<file path="src/rtl/seg_pkg.sv">
// Shared types and constants for the seven-segment scanner.
// Segment vectors are {g,f,e,d,c,b,a}, active-low.
package seg_pkg;

    typedef enum logic [1:0] {
        IDLE,
        BLANK,
        DRIVE
    } state_t;

    localparam logic [6:0] SEG_OFF = 7'b1111111;

    // Entry n holds the pattern for hex digit n (index 15 listed first).
    localparam logic [15:0][6:0] HEX_TABLE = {
        7'b0001110,
        7'b0000110,
        7'b0100001,
        7'b1000110,
        7'b0000011,
        7'b0001000,
        7'b0010000,
        7'b0000000,
        7'b1111000,
        7'b0000010,
        7'b0010010,
        7'b0011001,
        7'b0110000,
        7'b0100100,
        7'b1111001,
        7'b1000000
    };

endpackage

</file>
<file path="src/rtl/seg_scan_if.sv">
// Display-side bundle of the scanner: digit data and controls in,
// anode/segment drive and frame strobe out.
interface seg_scan_if #(
    parameter int NUM_DIGITS = 4
);
    logic                    scan_clk;
    logic                    enable;
    logic [4*NUM_DIGITS-1:0] digits;
    logic [NUM_DIGITS-1:0]   dp;
    logic                    load;
    logic                    lz_en;
    logic [NUM_DIGITS-1:0]   an;
    logic [6:0]              seg;
    logic                    dp_n;
    logic                    frame_done;

    modport master (
        output scan_clk, enable, digits, dp, load, lz_en,
        input  an, seg, dp_n, frame_done
    );

    modport slave (
        input  scan_clk, enable, digits, dp, load, lz_en,
        output an, seg, dp_n, frame_done
    );
endinterface

</file>
<file path="src/rtl/hex7seg.sv">
// Combinational hex to active-low seven-segment decoder.
module hex7seg
    import seg_pkg::*;
(
    input  logic [3:0] hex,
    output logic [6:0] seg
);
    assign seg = HEX_TABLE[hex];
endmodule

</file>
<file path="src/rtl/seg_scan.sv">
// Multiplexed seven-segment scanner with dead time between digits,
// frame-synchronous data update and leading-zero suppression.
module seg_scan
    import seg_pkg::*;
#(
    parameter int NUM_DIGITS   = 4,
    parameter int BLANK_CYCLES = 16
) (
    input logic     clk,
    input logic     reset,
    seg_scan_if.slave bus
);
    localparam int IW = $clog2(NUM_DIGITS);
    localparam int DW = 4 * NUM_DIGITS;

    state_t                state, state_n;
    logic [IW-1:0]         idx, idx_n;
    logic [7:0]            cnt, cnt_n;
    logic                  scan_q;
    logic                  rise;
    logic                  wrap;

    logic [DW-1:0]         pend_dig, pend_dig_n;
    logic [NUM_DIGITS-1:0] pend_dp, pend_dp_n;
    logic [DW-1:0]         act_dig, act_dig_n;
    logic [NUM_DIGITS-1:0] act_dp, act_dp_n;

    logic [NUM_DIGITS-1:0] an_q, an_n;
    logic [6:0]            seg_q, seg_n;
    logic                  dpn_q, dpn_n;
    logic                  fd_q;

    logic [3:0]            cur_hex;
    logic                  cur_dp;
    logic                  hi_zero;
    logic                  lz_blank;
    logic [6:0]            dec_seg;
    logic [NUM_DIGITS-1:0] one_hot;

    assign rise = bus.scan_clk & ~scan_q;

    always_ff @(posedge clk) begin
        if (reset) begin
            state    <= IDLE;
            idx      <= '0;
            cnt      <= '0;
            scan_q   <= 1'b0;
            pend_dig <= '0;
            pend_dp  <= '0;
            act_dig  <= '0;
            act_dp   <= '0;
            an_q     <= '1;
            seg_q    <= SEG_OFF;
            dpn_q    <= 1'b1;
            fd_q     <= 1'b0;
        end else begin
            state    <= state_n;
            idx      <= idx_n;
            cnt      <= cnt_n;
            scan_q   <= bus.scan_clk;
            pend_dig <= pend_dig_n;
            pend_dp  <= pend_dp_n;
            act_dig  <= act_dig_n;
            act_dp   <= act_dp_n;
            an_q     <= an_n;
            seg_q    <= seg_n;
            dpn_q    <= dpn_n;
            fd_q     <= wrap;
        end
    end

    always_comb begin
        state_n = state;
        idx_n   = idx;
        cnt_n   = cnt;
        wrap    = 1'b0;
        if (!bus.enable) begin
            state_n = IDLE;
            idx_n   = '0;
            cnt_n   = '0;
        end else begin
            unique case (state)
                IDLE: begin
                    state_n = BLANK;
                    idx_n   = '0;
                    cnt_n   = 8'(BLANK_CYCLES);
                end
                BLANK: begin
                    if (cnt <= 8'd1) begin
                        state_n = DRIVE;
                        cnt_n   = '0;
                    end else begin
                        cnt_n = cnt - 8'd1;
                    end
                end
                DRIVE: begin
                    if (rise) begin
                        state_n = BLANK;
                        cnt_n   = 8'(BLANK_CYCLES);
                        if (idx == IW'(NUM_DIGITS - 1)) begin
                            idx_n = '0;
                            wrap  = 1'b1;
                        end else begin
                            idx_n = idx + 1'b1;
                        end
                    end
                end
                default: state_n = IDLE;
            endcase
        end
    end

    // Active data only changes at a frame boundary; while idle it
    // follows pending so the first frame after enable is current.
    always_comb begin
        pend_dig_n = bus.load ? bus.digits : pend_dig;
        pend_dp_n  = bus.load ? bus.dp : pend_dp;
        act_dig_n  = act_dig;
        act_dp_n   = act_dp;
        if (wrap || state == IDLE) begin
            act_dig_n = pend_dig_n;
            act_dp_n  = pend_dp_n;
        end
    end

    always_comb begin
        cur_hex = '0;
        cur_dp  = 1'b0;
        hi_zero = 1'b1;
        one_hot = '0;
        for (int i = 0; i < NUM_DIGITS; i++) begin
            if (idx_n == IW'(i)) begin
                cur_hex    = act_dig_n[4*i +: 4];
                cur_dp     = act_dp_n[i];
                one_hot[i] = 1'b1;
            end
            if (IW'(i) >= idx_n && act_dig_n[4*i +: 4] != 4'd0) begin
                hi_zero = 1'b0;
            end
        end
    end

    hex7seg u_dec (
        .hex (cur_hex),
        .seg (dec_seg)
    );

    always_comb begin
        lz_blank = bus.lz_en && (idx_n != '0) && hi_zero;
        an_n     = '1;
        seg_n    = SEG_OFF;
        dpn_n    = 1'b1;
        if (state_n == DRIVE) begin
            an_n = ~one_hot;
            if (!lz_blank) begin
                seg_n = dec_seg;
                dpn_n = ~cur_dp;
            end
        end
    end

    assign bus.an         = an_q;
    assign bus.seg        = seg_q;
    assign bus.dp_n       = dpn_q;
    assign bus.frame_done = fd_q;

endmodule

</file>
<file path="src/flat_wrapper.sv">
// flat-port wrapper written by rule: the top's interface ports become plain ports
module seg_scan_flat import seg_pkg::*;
#(
    parameter int NUM_DIGITS   = 4,
    parameter int BLANK_CYCLES = 16
)
  (clk, reset, bus_scan_clk, bus_enable, bus_digits, bus_dp, bus_load, bus_lz_en, bus_an, bus_seg, bus_dp_n, bus_frame_done);
  seg_scan_if #(.NUM_DIGITS(NUM_DIGITS)) bus_i ();
  input logic clk;
  input logic reset;
  input wire logic [$bits(bus_i.scan_clk)-1:0] bus_scan_clk;
  input wire logic [$bits(bus_i.enable)-1:0] bus_enable;
  input wire logic [$bits(bus_i.digits)-1:0] bus_digits;
  input wire logic [$bits(bus_i.dp)-1:0] bus_dp;
  input wire logic [$bits(bus_i.load)-1:0] bus_load;
  input wire logic [$bits(bus_i.lz_en)-1:0] bus_lz_en;
  output wire logic [$bits(bus_i.an)-1:0] bus_an;
  output wire logic [$bits(bus_i.seg)-1:0] bus_seg;
  output wire logic [$bits(bus_i.dp_n)-1:0] bus_dp_n;
  output wire logic [$bits(bus_i.frame_done)-1:0] bus_frame_done;
  assign bus_i.scan_clk = bus_scan_clk;
  assign bus_i.enable = bus_enable;
  assign bus_i.digits = bus_digits;
  assign bus_i.dp = bus_dp;
  assign bus_i.load = bus_load;
  assign bus_i.lz_en = bus_lz_en;
  assign bus_an = bus_i.an;
  assign bus_seg = bus_i.seg;
  assign bus_dp_n = bus_i.dp_n;
  assign bus_frame_done = bus_i.frame_done;
  seg_scan #(.NUM_DIGITS(NUM_DIGITS), .BLANK_CYCLES(BLANK_CYCLES)) u_core (.clk(clk), .reset(reset), .bus(bus_i));
endmodule
</file>
<file path="config.mk">
export PLATFORM = sky130hd
export DESIGN_NAME = seg_scan_flat
export DESIGN_NICKNAME = d
export VERILOG_FILES = /design/src/rtl/seg_pkg.sv /design/src/rtl/seg_scan_if.sv /design/src/rtl/hex7seg.sv /design/src/rtl/seg_scan.sv /design/src/flat_wrapper.sv
export SDC_FILE = /design/constraint.sdc
export NUM_CORES = 1
export LEC_CHECK = 0
export CAP_MARGIN = 20
export CORE_MARGIN = 2
export CORE_UTILIZATION = 39
export CTS_BUF_LIST = sky130_fd_sc_hd__clkbuf_8
export CTS_CLUSTER_SIZE = 28
export DETAILED_ROUTE_END_ITERATION = 6
export HOLD_SLACK_MARGIN = 0.03
export PLACE_DENSITY = 0.66
export SKIP_LAST_GASP = 1
export SLEW_MARGIN = 20
export SYNTH_ARGS = -nofsm -noshare
export SYNTH_HDL_FRONTEND = slang
export SYNTH_HIERARCHICAL = 1
export SYNTH_SLANG_ARGS = --single-unit
</file>
<file path="constraint.sdc">
create_clock -name clk -period 4.7 [get_ports clk]
set_input_delay 0.94 -clock clk [delete_from_list [all_inputs] [get_ports clk]]
set_output_delay 0.94 -clock clk [all_outputs]
set_load 0.02 [all_outputs]
</file>
# Yosys cells after proc, flatten, opt, wreduce, memory -nomap -nowiden
# Memories as Yosys holds them, arrays and structs flattened. A register that Yosys moved wholly into a read port is not among the register bits.
# Cells that the tools add are included.
totals:
  n_memories: 1
  input_bits: 26
  regBits: 59
  word_cells: 87
  mem_bits_ro: 112
  output_inout_bits: 13
mem_list:
  columns: ["name", "words", "width", "read_ports", "rd_clocked_by_memory_dff", "write_ports", "line_no", "text"]
  rows:
  - ["(no name shown)", 16, 7, 1, 1, 0, "hex7seg.sv:8", "assign seg = HEX_TABLE[hex];"]
classes:
  reduce_logical: 19
  addsub: 2
  order_cmp: 5
  n_eq_ne: 8
  muxes: 35
  bitwise_logic: 6
ops:
  columns: ["operator", "count"]
  rows:
  - ["16-bit 2-to-1 mux", 2]
  - ["4-bit 2-to-1 mux", 6]
  - ["8-bit case mux with 3 select lines", 1]
  - ["1-bit 2-to-1 mux", 16]
  - ["8-bit 2-to-1 mux", 2]
  - ["4-bit nonzero test", 4]
  - ["2-bit 2-to-1 mux", 6]
  - ["2-bit equality test, second input constant", 5]
  - ["8-bit by 1-bit less-or-equal comparator with 1-bit output, second input constant", 1]
  - ["8-bit by 1-bit subtractor with 8-bit output, second input constant", 1]
  - ["1-bit logical AND", 6]
  - ["2-bit case mux with 3 select lines", 1]
  - ["2-bit by 1-bit equality test with 1-bit output, second input constant", 2]
  - ["1-bit by 2-bit >= comparator with 1-bit output, first input constant", 2]
  - ["2-bit >= comparator, first input constant", 2]
  - ["2-bit logical NOT", 2]
  - ["1-bit NOT", 4]
  - ["4-bit NOT", 1]
  - ["2-bit case mux with 2 select lines", 1]
  - ["2-bit OR reduction", 2]
  - ["3-bit nonzero test", 1]
  - ["3-bit OR reduction", 1]
  - ["2-bit by 1-bit adder with 2-bit output, second input constant", 1]
  - ["2-bit by 1-bit != test with 1-bit output, second input constant", 1]
  - ["4 further kinds", 4]

# Longest topological paths before layout
logic_depth:
  depth_word: 15
  ltp_mapped: 15
  depth_no_buf: 13

# Cells and area by module
# The synthesis kept the hierarchy.
by_module_without_submodules:
  columns: ["mod", "instances", "area_each_um2", "cells_each", "seq_area_each_um2"]
  rows:
  - ["seg_scan", 1, 2927.8, 315, 1321.3]
  - ["hex7seg", 1, 275.3, 32, 0.0]

# Least setup slack after synthesis
# No wires, ideal clock.
synth_timing:
  kind: "input-to-reg"
  start: "in bus_enable"
  end: "reg u_core.seg_q[3] (netlist: u_core/bus.seg[3])"
  path_slack_ns: 0.699
  arrival_ns: 3.874
  setup_time_ns: 0.127
  stages: 13
  n_path_buf: 2
  required_time_ns: 4.573
  cell_sequence: "nand4b_1 > a21o_1 > buf_2 > clkbuf_1 > nor2_1 > a21oi_1 > and3_1 > a211oi_1 > inv_1 > ha_1 > inv_1 > mux4_1 > or3_1"
synth_via:
  elab_cells_between_ends: 35
  classes_between: "order compare (4); eq/ne (4); mux (12); bitwise (1); reduce/logical (14)"
synth_lines:
  columns: ["element", "line_no", "text"]
  rows:
  - ["start: declaration", "flat_wrapper.sv:12", "input wire logic [$bits(bus_i.enable)-1:0] bus_enable;"]
  - ["1-bit 2-to-1 mux", "seg_scan.sv:77", "if (!bus.enable) begin"]
  - ["1-bit logical OR", "seg_scan.sv:120", "if (wrap || state == IDLE) begin"]
  - ["16-bit 2-to-1 mux", "seg_scan.sv:120", null]
  - ["4-bit 2-to-1 mux (3 in a row)", "seg_scan.sv:132", "if (idx_n == IW'(i)) begin"]
  - ["4-bit 2-to-1 mux (*)", "seg_scan.sv:132", null]
  - ["named net u_core.cur_hex[0]", "seg_scan.sv:33", "logic [3:0] cur_hex;"]
  - ["end: declaration", "seg_scan.sv:29", "logic [6:0] seg_q, seg_n;"]
# The timed path passes the listed nets; every way through them passes the cells marked *.
# A chain may end at the register's enable or synchronous reset.

# Worst setup path in the final report
layout_timing:
  start: "in bus_scan_clk"
  end: "reg u_core.seg_q[3] (netlist: u_core/bus.seg[3])"
layout_via:
  elab_cells_between_ends: 42
  classes_between: "order compare (4); eq/ne (4); mux (18); bitwise (2); reduce/logical (14)"
layout_lines:
  columns: ["element", "line_no", "text"]
  rows:
  - ["start: declaration", "flat_wrapper.sv:11", "input wire logic [$bits(bus_i.scan_clk)-1:0] bus_scan_clk;"]
  - ["1-bit bitwise AND (*)", "seg_scan.sv:40", "assign rise = bus.scan_clk & ~scan_q;"]
  - ["1-bit 2-to-1 mux", "seg_scan.sv:97", "if (rise) begin"]
  - ["1-bit 2-to-1 mux", "seg_scan.sv:82", "unique case (state)"]
  - ["1-bit 2-to-1 mux", "seg_scan.sv:77", null]
  - ["1-bit logical OR", "seg_scan.sv:120", null]
  - ["16-bit 2-to-1 mux", "seg_scan.sv:120", null]
  - ["4-bit 2-to-1 mux (3 in a row)", "seg_scan.sv:132", null]
  - ["4-bit 2-to-1 mux (*)", "seg_scan.sv:132", null]
  - ["named net u_core.cur_hex[0]", "seg_scan.sv:33", null]
# Marks and branches as above.

==> flow_summary.json <==
{
  "multi_input_area_um2": 1670,
  "fin_nets": 417,
  "htreeDepth": 3,
  "cts_setup_buffers": 0,
  "r2r_end": "u_core/bus.seg[3]",
  "overflow": 0,
  "seq_area_um2": 1320,
  "crit_cells": 12,
  "cts_root_buf": "clkbuf_8",
  "final_common_cell": "nor2_1",
  "fin_util": 0.466,
  "fp-row-count": 33,
  "sequentialPowerShare": 0.489,
  "internal-power_uw": 914,
  "cts_inserted_buffers": 9,
  "period_share": 0.869,
  "path_delay_family": "compound AO/OA/AOI/OAI gates",
  "period_minus_slack_ns": 4.09,
  "die-area_um2": 8950,
  "async_flop_share": 0,
  "crit_top_cell": "inv_1",
  "synth_cell_types": 60,
  "p_sw_uw": 323,
  "start_kind": "primary input",
  "antenna_cells": 0,
  "swShare": 0.261,
  "cts_tree": "built",
  "syn_inst": 347,
  "r2r_start": "u_core/state[0]",
  "die_w_um": 94.6,
  "routed_wirelength_um": 6680,
  "syn_area_um2": 3200,
  "required_ns": 4.92,
  "die_h_um": 94.6,
  "critPathCaptureType": "register",
  "initial_core_util": 0.396,
  "wl_per_cell_um": 13.6,
  "ys.warnings.count": 6,
  "cts_resized": 0,
  "setup_violations": 0,
  "insertion_delay_ns": 0.34,
  "grt_start_max_net_pins": 44,
  "grt_usage": 0.158,
  "grt_pass1_vias": 2398,
  "critPathKind": "in -> reg",
  "hold_buffers": 0,
  "drive_gt1_frac": 0.111,
  "tightest_slew_ns": 0.607,
  "place_congestion": 0.885,
  "first_pass_iters": 4,
  "final_cell_mix": "68 x nor2_1, 66 x dfxtp_1, 38 x clkdlybuf4s50_1",
  "drt-initial-drc-count": 94,
  "synthesis.nets": 383,
  "relSlewSlack": 0.595,
  "numClockSinks": 66,
  "r2r_slack_ns": 1.15,
  "cpMaxStageDelayCell": "clkdlybuf4s50_1",
  "viasPerCell": 5.14,
  "skew_ns": 0.0114,
  "via_count": 2522,
  "grt_pass1_wl_um": 11000,
  "fmax_mhz": 245,
  "drcViolationCount": 0,
  "crit_end": "u_core/bus.seg[3]",
  "place_hpwl_um": 4820,
  "syn_avg_cell_area_um2": 9.23,
  "io_pins": 39,
  "worstPathArrival_ns": 4.30,
  "drv_cap": 0,
  "clockBufferDepth": 2,
  "yosysSeqAreaShare": 0.413,
  "antenna_found_initial": 0,
  "status": "complete, no violations",
  "powerDensity_nw_per_um2": 328,
  "coreArea_um2": 8090,
  "hold_ws_ns": 0.485,
  "ys_ff_latch": 66,
  "synth-edff-count": 0,
  "crit_fanout": 6,
  "ys.flop_type": "dfxtp_1",
  "p_leak_uw": 0.00154,
  "startpoint": "bus_scan_clk",
  "power_frac_clock": 0.349,
  "hold_violations": 0,
  "p_comb_frac": 0.162,
  "max_stage_delay_ns": 0.51,
  "cts.clk_slew.worst_paths_ns": 0.06,
  "place.port_buffers": 38,
  "max-vdd-ir-drop_uv": 144,
  "rsz0062_at_grt": "false",
  "tns_ns": 0,
  "min_path_type": "reg -> reg",
  "nFillCells": 793,
  "area_growth_pct": 17.8,
  "r2r.worst_path.cells": 11,
  "cp_cell_sequence": "clkdlybuf4s50_1, nor3b_2, o2bb2ai_1, a22oi_2, a21boi_1, nor2_1, a211oi_1, inv_1, ha_1, inv_1, mux4_1, or3_1",
  "drt.antenna.violating_nets": 0,
  "maxSlewViolCount": 0,
  "crit_buf_inv": 3
}
[metrics by stage]
step	total power (uW)	cell area, um^2	setup slack (ns)	cells
final	1240	3770	0.615	491
after global routing	1310	3770	0.385	491
after CTS	1250	3770	0.674	491
after detailed placement	817	3590	0.328	475
after global placement	813	3590	0.483	475
after floorplan	762	3200	0.699	347
[registers in the layout (all words and copies together) (netlist names), 4 cells and up]
name,flops
u_core/act_dp,4
u_core/bus.seg,7
u_core/pend_dig,16
u_core/bus.an,4
u_core/cnt,8
u_core/act_dig,16
u_core/pend_dp,4
[kinds of logic (layout without fill, tap and decap cells)]
| logic type | Yosys count | in the layout | share of synthesized area |
|---|---|---|---|
| AO/OA/AOI/OAI | 67 | 67 | 0.139 |
| adder cells (fa/ha/maj) | 10 | 10 | 0.0391 |
| buffers and inverters | 29 | 68 | 0.0672 |
| flip-flops | 66 | 66 | 0.413 |
| multiplexers | 32 | 32 | 0.114 |
| AND/OR/NAND/NOR | 143 | 143 | 0.228 |
[layout make-up]
cell class	instances	share of cell area
Timing Repair Buffer	45	0.118
Tap cell	105	0.0348
Clock buffer	12	0.0438
Clock inverter	4	0.00464
Sequential cell	66	0.350
Multi-Input combinational cell	252	0.442
Inverter	7	0.00696
[worst reg2reg max path: stages, from the launching register on]
cell and delay (ns):
dfxtp_1 0.59, nor3b_2 0.14, o2bb2ai_1 0.18, a22o_1 0.33, and2_0 0.28, and3_1 0.21
a211oi_1 0.31, inv_1 0.18, ha_1 0.33, inv_1 0.05, mux4_1 0.47, or3_1 0.36
[power by group through the flow]
stage | clock network, uW | registers [uW] | logic (uW)
after floorplan | 0 | 613 | 149
after global placement | 0 | 616 | 198
after detailed placement | 0 | 617 | 201
after CTS | 445 | 604 | 201
after global routing | 476 | 607 | 223
final | 432 | 605 | 201
[worst min-delay path by stage]
stage,startpoint,endpoint,slack [ns],depth (start not counted)
after floorplan,u_core/act_dig[8],u_core/act_dig[8],0.44,2
after global placement,u_core/act_dig[11],u_core/act_dig[11],0.46,2
after detailed placement,u_core/act_dig[11],u_core/act_dig[11],0.48,2
after CTS,u_core/act_dig[11],u_core/act_dig[11],0.49,2
after global routing,u_core/act_dig[8],u_core/act_dig[8],0.49,2
final,u_core/act_dp[3],u_core/act_dp[3],0.48,2
[layer usage]
metal  share of wire  global-route usage  up-vias
met5               0                   0        -
met4          0.0097              0.0628        0
met3           0.036              0.0471       10
met2            0.48               0.254       31
met1            0.48               0.198     1194
li1                -                   -     1287
[cells in the mapped netlist (2+ instances only)]
| master | n | area (um^2) |
|---|---|---|
| a211o_1 | 2 | 17.5 |
| a211oi_1 | 8 | 60.1 |
| a21oi_1 | 23 | 115 |
| a22o_1 | 3 | 26.3 |
| a31oi_1 | 2 | 12.5 |
| and2b_2 | 2 | 17.5 |
| and3_1 | 3 | 18.8 |
| buf_2 | 5 | 25.0 |
| buf_4 | 2 | 15.0 |
| buf_6 | 2 | 22.5 |
| bufbuf_16 | 2 | 65.1 |
| clkbuf_1 | 9 | 33.8 |
| clkbuf_8 | 2 | 27.5 |
| dfxtp_1 | 66 | 1320 |
| ha_1 | 10 | 125 |
| inv_1 | 7 | 26.3 |
| mux2_2 | 4 | 45.0 |
| mux2i_1 | 25 | 250 |
| mux4_2 | 2 | 45.0 |
| nand2_1 | 18 | 67.6 |
| nand2b_1 | 5 | 31.3 |
| nand3_1 | 5 | 25.0 |
| nor2_1 | 68 | 255 |
| nor2b_1 | 8 | 50.1 |
| nor3_1 | 3 | 15.0 |
| nor3b_1 | 2 | 15.0 |
| nor4_1 | 3 | 18.8 |
| o21ai_0 | 13 | 65.1 |
| o221a_2 | 2 | 22.5 |
| or3_1 | 8 | 50.1 |
| or4_1 | 4 | 30.0 |
Power figures use the tool's default switching activity.
